**src/rtl/w_writeback_stage_if.sv**
```systemverilog
// -----------------------------------------------------------------------------
// w_writeback_stage_if
// Bundles the M-stage results that feed the M/W pipeline register and the
// W-stage write interface it drives.
//   M side (into the stage): M_Valid, M_RegWrite, M_A3, M_WDSel, M_LoadType,
//                            M_ALUResult, M_MemRData, M_PC
//   W side (out of stage)  : W_RegWrite, W_A3, W_RegData, W_PC, W_Valid,
//                            W_RetireCount
// Modports:
//   master - the upstream pipeline / environment: drives M_*, observes W_*
//   slave  - the writeback stage: reads M_*, drives W_*
// -----------------------------------------------------------------------------
interface w_writeback_stage_if;
  logic        M_Valid;
  logic        M_RegWrite;
  logic [4:0]  M_A3;
  logic [1:0]  M_WDSel;
  logic [2:0]  M_LoadType;
  logic [31:0] M_ALUResult;
  logic [31:0] M_MemRData;
  logic [31:0] M_PC;

  logic        W_RegWrite;
  logic [4:0]  W_A3;
  logic [31:0] W_RegData;
  logic [31:0] W_PC;
  logic        W_Valid;
  logic [31:0] W_RetireCount;

  modport master (
    output M_Valid, M_RegWrite, M_A3, M_WDSel, M_LoadType,
           M_ALUResult, M_MemRData, M_PC,
    input  W_RegWrite, W_A3, W_RegData, W_PC, W_Valid, W_RetireCount
  );

  modport slave (
    input  M_Valid, M_RegWrite, M_A3, M_WDSel, M_LoadType,
           M_ALUResult, M_MemRData, M_PC,
    output W_RegWrite, W_A3, W_RegData, W_PC, W_Valid, W_RetireCount
  );
endinterface

```
**src/rtl/w_writeback_stage.sv**
```systemverilog
// -----------------------------------------------------------------------------
// w_writeback_stage
// M/W pipeline register and writeback-value source for the five-stage MIPS
// core. Latches M-stage results every cycle (no stall), then combinationally
// selects the GRF write data from the latched fields: ALU result, extracted
// and extended load data, or PC+8 (link). Also counts retired instructions.
// Ports:
//   clk    - system clock, rising edge
//   reset  - synchronous, active-high; overrides every other input
//   wb     - w_writeback_stage_if.slave: M_* inputs, W_* outputs
// Parameters:
//   RESET_PC - W_PC after reset
// -----------------------------------------------------------------------------
module w_writeback_stage #(
  parameter logic [31:0] RESET_PC = 32'h0000_3000
) (
  input  logic                   clk,
  input  logic                   reset,
  w_writeback_stage_if.slave     wb
);

  typedef enum logic [1:0] {
    WD_ALU  = 2'b00,
    WD_MEM  = 2'b01,
    WD_PC8  = 2'b10,
    WD_RSVD = 2'b11
  } wd_sel_e;

  typedef enum logic [2:0] {
    LT_LW  = 3'b000,
    LT_LB  = 3'b001,
    LT_LBU = 3'b010,
    LT_LH  = 3'b011,
    LT_LHU = 3'b100
  } load_type_e;

  // Latched M-stage fields.
  logic        valid_q;
  logic        reg_write_q;
  logic [4:0]  a3_q;
  wd_sel_e     wd_sel_q;
  load_type_e  load_type_q;
  logic [31:0] alu_result_q;
  logic [31:0] mem_rdata_q;
  logic [31:0] pc_q;
  logic [31:0] retire_cnt_q;

  // NOTE: sequential state uses non-blocking (<=) so every register samples
  // pre-edge values regardless of statement order inside the block.
  // NOTE: the data registers are reset too (not just the control bits) so
  // W_RegData and W_PC read defined values straight out of reset.
  always_ff @(posedge clk) begin
    if (reset) begin
      valid_q      <= 1'b0;
      reg_write_q  <= 1'b0;
      a3_q         <= '0;
      wd_sel_q     <= WD_ALU;
      load_type_q  <= LT_LW;
      alu_result_q <= '0;
      mem_rdata_q  <= '0;
      pc_q         <= RESET_PC;
      retire_cnt_q <= '0;
    end else begin
      // Counts the instruction currently sitting in W as it leaves; wraps
      // naturally at 2^32.
      if (valid_q) retire_cnt_q <= retire_cnt_q + 32'd1;
      valid_q      <= wb.M_Valid;
      reg_write_q  <= wb.M_RegWrite;
      a3_q         <= wb.M_A3;
      wd_sel_q     <= wd_sel_e'(wb.M_WDSel);
      load_type_q  <= load_type_e'(wb.M_LoadType);
      alu_result_q <= wb.M_ALUResult;
      mem_rdata_q  <= wb.M_MemRData;
      // Bubbles latch their PC too, keeping the W_PC trace monotonic.
      pc_q         <= wb.M_PC;
    end
  end

  // Load extraction: pick the addressed lane (little-endian), then extend.
  logic [1:0]  load_off;
  logic [7:0]  load_byte;
  logic [15:0] load_half;
  logic [31:0] load_word;

  assign load_off = alu_result_q[1:0];

  // NOTE: every always_comb output is given a default before any branch so
  // no path leaves it unassigned, which would otherwise infer a latch.
  always_comb begin
    load_byte = mem_rdata_q[7:0];
    case (load_off)
      2'd1:    load_byte = mem_rdata_q[15:8];
      2'd2:    load_byte = mem_rdata_q[23:16];
      2'd3:    load_byte = mem_rdata_q[31:24];
      default: load_byte = mem_rdata_q[7:0];
    endcase

    // Halfword lane is chosen by off[1] only; a misaligned off[0] is ignored.
    load_half = load_off[1] ? mem_rdata_q[31:16] : mem_rdata_q[15:0];

    load_word = mem_rdata_q;
    case (load_type_q)
      LT_LB:   load_word = {{24{load_byte[7]}}, load_byte};
      LT_LBU:  load_word = {24'd0, load_byte};
      LT_LH:   load_word = {{16{load_half[15]}}, load_half};
      LT_LHU:  load_word = {16'd0, load_half};
      default: load_word = mem_rdata_q;   // lw and undefined encodings
    endcase
  end

  // Writeback source select; a bubble always presents 0.
  logic [31:0] reg_data;

  always_comb begin
    reg_data = alu_result_q;
    case (wd_sel_q)
      WD_MEM:  reg_data = load_word;
      WD_PC8:  reg_data = pc_q + 32'd8;
      default: reg_data = alu_result_q;   // ALU and the reserved encoding
    endcase
    if (!valid_q) reg_data = '0;
  end

  assign wb.W_RegWrite    = valid_q & reg_write_q & (a3_q != 5'd0);
  assign wb.W_A3          = a3_q;
  assign wb.W_RegData     = reg_data;
  assign wb.W_PC          = pc_q;
  assign wb.W_Valid       = valid_q;
  assign wb.W_RetireCount = retire_cnt_q;

endmodule

```
**src/flat_wrapper.sv**
```systemverilog
// flat-port wrapper written by rule: the top's interface ports become plain ports
module w_writeback_stage_flat 
#(
  parameter logic [31:0] RESET_PC = 32'h0000_3000
)
  (clk, reset, wb_M_Valid, wb_M_RegWrite, wb_M_A3, wb_M_WDSel, wb_M_LoadType, wb_M_ALUResult, wb_M_MemRData, wb_M_PC, wb_W_RegWrite, wb_W_A3, wb_W_RegData, wb_W_PC, wb_W_Valid, wb_W_RetireCount);
  w_writeback_stage_if wb_i ();
  input  logic clk;
  input  logic reset;
  input wire logic [$bits(wb_i.M_Valid)-1:0] wb_M_Valid;
  input wire logic [$bits(wb_i.M_RegWrite)-1:0] wb_M_RegWrite;
  input wire logic [$bits(wb_i.M_A3)-1:0] wb_M_A3;
  input wire logic [$bits(wb_i.M_WDSel)-1:0] wb_M_WDSel;
  input wire logic [$bits(wb_i.M_LoadType)-1:0] wb_M_LoadType;
  input wire logic [$bits(wb_i.M_ALUResult)-1:0] wb_M_ALUResult;
  input wire logic [$bits(wb_i.M_MemRData)-1:0] wb_M_MemRData;
  input wire logic [$bits(wb_i.M_PC)-1:0] wb_M_PC;
  output wire logic [$bits(wb_i.W_RegWrite)-1:0] wb_W_RegWrite;
  output wire logic [$bits(wb_i.W_A3)-1:0] wb_W_A3;
  output wire logic [$bits(wb_i.W_RegData)-1:0] wb_W_RegData;
  output wire logic [$bits(wb_i.W_PC)-1:0] wb_W_PC;
  output wire logic [$bits(wb_i.W_Valid)-1:0] wb_W_Valid;
  output wire logic [$bits(wb_i.W_RetireCount)-1:0] wb_W_RetireCount;
  assign wb_i.M_Valid = wb_M_Valid;
  assign wb_i.M_RegWrite = wb_M_RegWrite;
  assign wb_i.M_A3 = wb_M_A3;
  assign wb_i.M_WDSel = wb_M_WDSel;
  assign wb_i.M_LoadType = wb_M_LoadType;
  assign wb_i.M_ALUResult = wb_M_ALUResult;
  assign wb_i.M_MemRData = wb_M_MemRData;
  assign wb_i.M_PC = wb_M_PC;
  assign wb_W_RegWrite = wb_i.W_RegWrite;
  assign wb_W_A3 = wb_i.W_A3;
  assign wb_W_RegData = wb_i.W_RegData;
  assign wb_W_PC = wb_i.W_PC;
  assign wb_W_Valid = wb_i.W_Valid;
  assign wb_W_RetireCount = wb_i.W_RetireCount;
  w_writeback_stage #(.RESET_PC(RESET_PC)) u_core (.clk(clk), .reset(reset), .wb(wb_i));
endmodule
```
**config.mk**
```make
export PLATFORM = sky130hd
export DESIGN_NAME = w_writeback_stage_flat
export DESIGN_NICKNAME = d
export VERILOG_FILES = /design/src/rtl/w_writeback_stage_if.sv /design/src/rtl/w_writeback_stage.sv /design/src/flat_wrapper.sv
export SDC_FILE = /design/constraint.sdc
export NUM_CORES = 1
export LEC_CHECK = 0
export CAP_MARGIN = 0
export CORE_ASPECT_RATIO = 0.6
export CORE_UTILIZATION = 45
export DETAILED_ROUTE_END_ITERATION = 7
export PLACE_DENSITY_LB_ADDON = 0.1
export RECOVER_POWER = 50
export REMOVE_ABC_BUFFERS = 1
export SYNTH_ARGS = -nofsm -noshare
export SYNTH_HDL_FRONTEND = slang
export SYNTH_SLANG_ARGS = --single-unit
export TNS_END_PERCENT = 10
```
**constraint.sdc**
```tcl
create_clock -name clk -period 2.7 [get_ports clk]
set_input_delay 0.405 -clock clk [delete_from_list [all_inputs] [get_ports clk]]
set_output_delay 0.405 -clock clk [all_outputs]
set_load 0.01 [all_outputs]
```
==> impl_results.rst <==
.. list-table::
   :header-rows: 1

   * - Metric
     - Value
   * - Category of the worst setup path launch point
     - flop
   * - Average routed wire per standard cell
     - just under 20 microns
   * - Effective utilization at floorplan
     - 46.8%
   * - Worst-path fanout max
     - 6
   * - Total CTS buffers
     - 17
   * - Count of final hold-check violations
     - 0
   * - Count of unresolved DRC violations after routing
     - 0
   * - Antenna violations before repair
     - 0
   * - Yosys cell types
     - 62
   * - Cell types with the largest area share after synthesis
     - dfxtp_1, nor2b_1, xnor2_1, o21ai_0, nor2_1
   * - Static power due to leakage
     - 3.99 nW
   * - Synth Warn #
     - 0
   * - Worst Hold Slack
     - 0.532 ns
   * - Slew Viols, Final
     - 58
   * - Relative slew margins
     - -65.0%
   * - Transition time of the tightest slew-check pin
     - 2.47 ns
   * - Count of pins on the block boundary
     - 213
   * - Wire length of the first global-routing pass
     - 36500 microns
   * - Max-capacitance violation count
     - 1
   * - Post-placement worst setup slack
     - -0.203 ns
   * - H-Tree Level Count
     - 4
   * - Unrepaired setup endpoints after global routing
     - yes
   * - Seq cells post-synth
     - 140
   * - Worst EP arrival
     - around 2.4 ns
   * - CTS Hold Bufs
     - 0
   * - Leading register cell type out of synthesis
     - dfxtp_1
   * - Post-detailed-route count of antenna-violating nets
     - 0
   * - Post-synth design cell area
     - 6490 sq um
   * - Most frequent cells in the layout
     - clkdlybuf4s50_1, dfxtp_1, nor2b_1, buf_4, nor2_1
   * - Flip-flop and latch area
     - 2830 sq um
   * - Nets
     - 1133
   * - Area fraction of the dominant cell type after synthesis
     - 43.2%
   * - Vias/cell
     - 5.59
   * - Fill cell total of the finished layout
     - 999
   * - Buffer type at the clock tree root
     - clkbuf_16
   * - Initial DRT Pass Iterations
     - 5
   * - Final Worst Setup Slack
     - -0.119 ns
   * - Die outline width
     - 157 microns
   * - Post-detail-place hpwl
     - 17500 microns
   * - Die Area
     - 14900 sq um
   * - Fraction of the yosys area taken by sequential cells
     - 43.2%
   * - Worst vdd rail ir drop
     - 0.379 mV
   * - Vias
     - between 6000 and 7000
   * - Iteration-0 DRC Markers
     - approximately 510
   * - Maximum clock insertion buffer count
     - 2
   * - Number of global-route vias before repair
     - 6638
   * - Layout overhead on the synthesized area
     - 62.2%
   * - Post-Syn Area per Cell
     - 8.91 sq um
   * - Placeable core area
     - 13900 sq um
   * - Min Clock Period, post-route
     - 2.82 ns
   * - Data required time of the critical path
     - 2.30 ns
   * - Number of diodes
     - 0
   * - Power density cells
     - 523 nW/um^2
   * - Number of placement rows
     - 33
   * - Ratio of final minimum period to clock period
     - 104%
   * - Outcome
     - finished with violations
   * - Type of the setup path with the least slack
     - flop to output pin
   * - Cells after synthesis
     - roughly 730
   * - Largest area contributor in the netlist
     - dfxtp_1
   * - Number of endpoints failing setup at the final stage
     - 19
   * - Critical-path cell list
     - nand4_4, or4_4, buf_8, o311a_1, a211oi_2, a21oi_1, buf_2
   * - Pin count of the biggest net entering global routing
     - 66
   * - Routed wire length
     - 24200 microns
   * - Y dimension of the die
     - 95.0 microns
   * - Num Clock Sinks
     - between 100 and 150
   * - Global-route usage over all layers
     - 32.9%
   * - Clock skew
     - 0.0114 ns
   * - Max Clk Rate
     - 0.355 GHz
   * - Number of buffers inserted by port buffering
     - 212
   * - CTS tree
     - yes
   * - Critical path's slowest cell
     - or4_4
   * - Clock-pin slew of the registers on the worst-case setup and hold paths
     - 0.07 ns
   * - Family of cells with the greatest summed delay on the critical path
     - simple AND/OR/NAND/NOR gates
   * - Routability cong.
     - 0.990
   * - Delay of the slowest critical-path stage
     - 0.62 ns
   * - Number of buffer and inverter instances along the worst setup path
     - 2
   * - Total overflow reported by the global router
     - 0
   * - Number of enable flip-flop cells after synthesis
     - 0
   * - Async S/R FF share, synth
     - 0%
   * - Clock latency at the later pin of the worst-skew pair
     - 0.42 ns
   * - Type of element capturing the critical path
     - output pin
   * - Layout cell share with drive strength beyond 1
     - 26.3%
   * - Most common cell after layout, fill and taps aside
     - clkdlybuf4s50_1
   * - Violations in the final reports
     - capacitance limit, slew limit, setup timing
   * - Hold Path Class
     - primary input to flop
   * - Total area of multi-input combinational cells
     - between 3000 and 4000 sq um
==> through the flow <==
stage	setup TNS, ns	std cells	util, %	total power, W	area (sq um)
4_1_cts	-1.48	1221	74.9	0.00548	10400
2_1_floorplan	-0.430	676	-	0.00252	6260
6_report	-1.15	1224	75.8	0.00550	10500
5_1_grt	-5.60	1224	75.8	0.00567	10500
3_3_place_gp	-2.11	1176	67.4	0.00303	9350
3_5_place_dp	-3.09	1176	67.4	0.00304	9350
==> layer usage <==
layer | track usage, % | wire, microns | part of all wire, % | up-vias
li1 | - | - | - | 3152
met3 | 8.58 | 2220 | 9.2 | 32
met1 | 46.8 | 11400 | 47 | 3283
met5 | 0 | 0 | 0 | -
met4 | 9.89 | 301 | 1.2 | 0
met2 | 48.4 | 10300 | 43 | 381
==> synthesized netlist by cell type (3+ instances only) <==
| cell type | count |
|---|---|
| o221ai_1 | 7 |
| or3_1 | 8 |
| nor4_4 | 3 |
| ha_1 | 4 |
| or2_2 | 3 |
| nor3_1 | 16 |
| xor2_1 | 12 |
| o211ai_1 | 5 |
| nor2b_1 | 110 |
| xnor2_1 | 34 |
| or4_1 | 4 |
| o21a_1 | 7 |
| a32oi_1 | 7 |
| inv_1 | 28 |
| o311a_1 | 3 |
| a221oi_1 | 8 |
| o22ai_1 | 6 |
| nand2_1 | 37 |
| mux2i_1 | 11 |
| nor2_1 | 43 |
| o31a_1 | 5 |
| clkbuf_1 | 41 |
| nand2b_1 | 3 |
| a21oi_1 | 28 |
| o221a_2 | 4 |
| a31oi_1 | 16 |
| nand3_1 | 14 |
| and4_1 | 4 |
| o31ai_1 | 3 |
| buf_2 | 6 |
| nor4_2 | 3 |
| o21ai_0 | 42 |
| buf_1 | 3 |
| nand4_1 | 11 |
| nor4_1 | 14 |
| dfxtp_1 | 140 |
==> final cells by class <==
type                    instances  share of cell area [%]
clock buffers                  19                    4.21
clock inverters                13                    1.47
inverters                      28                   0.999
multi-input cells             508                    36.6
flip-flops and latches        140                    26.9
well taps                     192                    2.28
repair buffers                324                    27.6
==> power breakdown <==
group | total [W] | internal, W | switching [W]
combinational | 0.000885 | 0.000471 | 0.000414
clock | 0.00239 | 0.00141 | 0.000984
sequential | 0.00222 | 0.00216 | 0.0000677
==> flip-flops by register name, summed over array words and instances (netlist names) <==
signal,flops
u_core.mem_rdata_q,32
u_core.reg_write_q,1
u_core.wb.W_A3,5
u_core.wb.W_Valid,1
u_core.load_type_q,3
u_core.wd_sel_q,2
u_core.wb.W_RetireCount,32
u_core.alu_result_q,32
u_core.wb.W_PC,32
==> repair_timing <==
action / in CTS / in global routing
setup buffers: 14 / 3
resized for setup: 227 / 29
pin swaps: 39 / 22
gates cloned: 2 / 0
endpoints found under the setup margin: 32 / 31
==> path summary, 6_finish.rpt <==
check                              start                          end  slack [ns]  cells after the start
max                    u_core.wb.W_PC[3]             wb_W_RegData[28]       -0.12                      7
min                          wb_M_PC[28]           u_core.wb.W_PC[28]        0.53                      2
max reg2reg            u_core.wb.W_Valid  u_core.wb.W_RetireCount[10]        0.25                      6
min reg2reg  u_core.wb.W_RetireCount[12]  u_core.wb.W_RetireCount[12]        0.57                      2
==> worst register-to-register path: cells and delay by family, from the launching register on <==
kind	cells	cell delay (ns)
AND/OR/NAND/NOR	4	1.33
buffers and inverters	1	0.36
flip-flops	1	0.35
XOR/XNOR	1	0.19
==> cells by family (layout without fill, tap and decap cells) <==
family	after synthesis	after routing	synth area share [%]
flip-flops	140	140	43.2
AO/OA/AOI/OAI	156	156	16.0
XOR/XNOR	46	46	6.21
AND/OR/NAND/NOR	288	288	26.3
multiplexers	14	14	2.39
adder cells (fa/ha/maj)	4	4	0.772
buffers and inverters	80	384	5.11
Note: power is estimated with default switching activity, not from simulation.
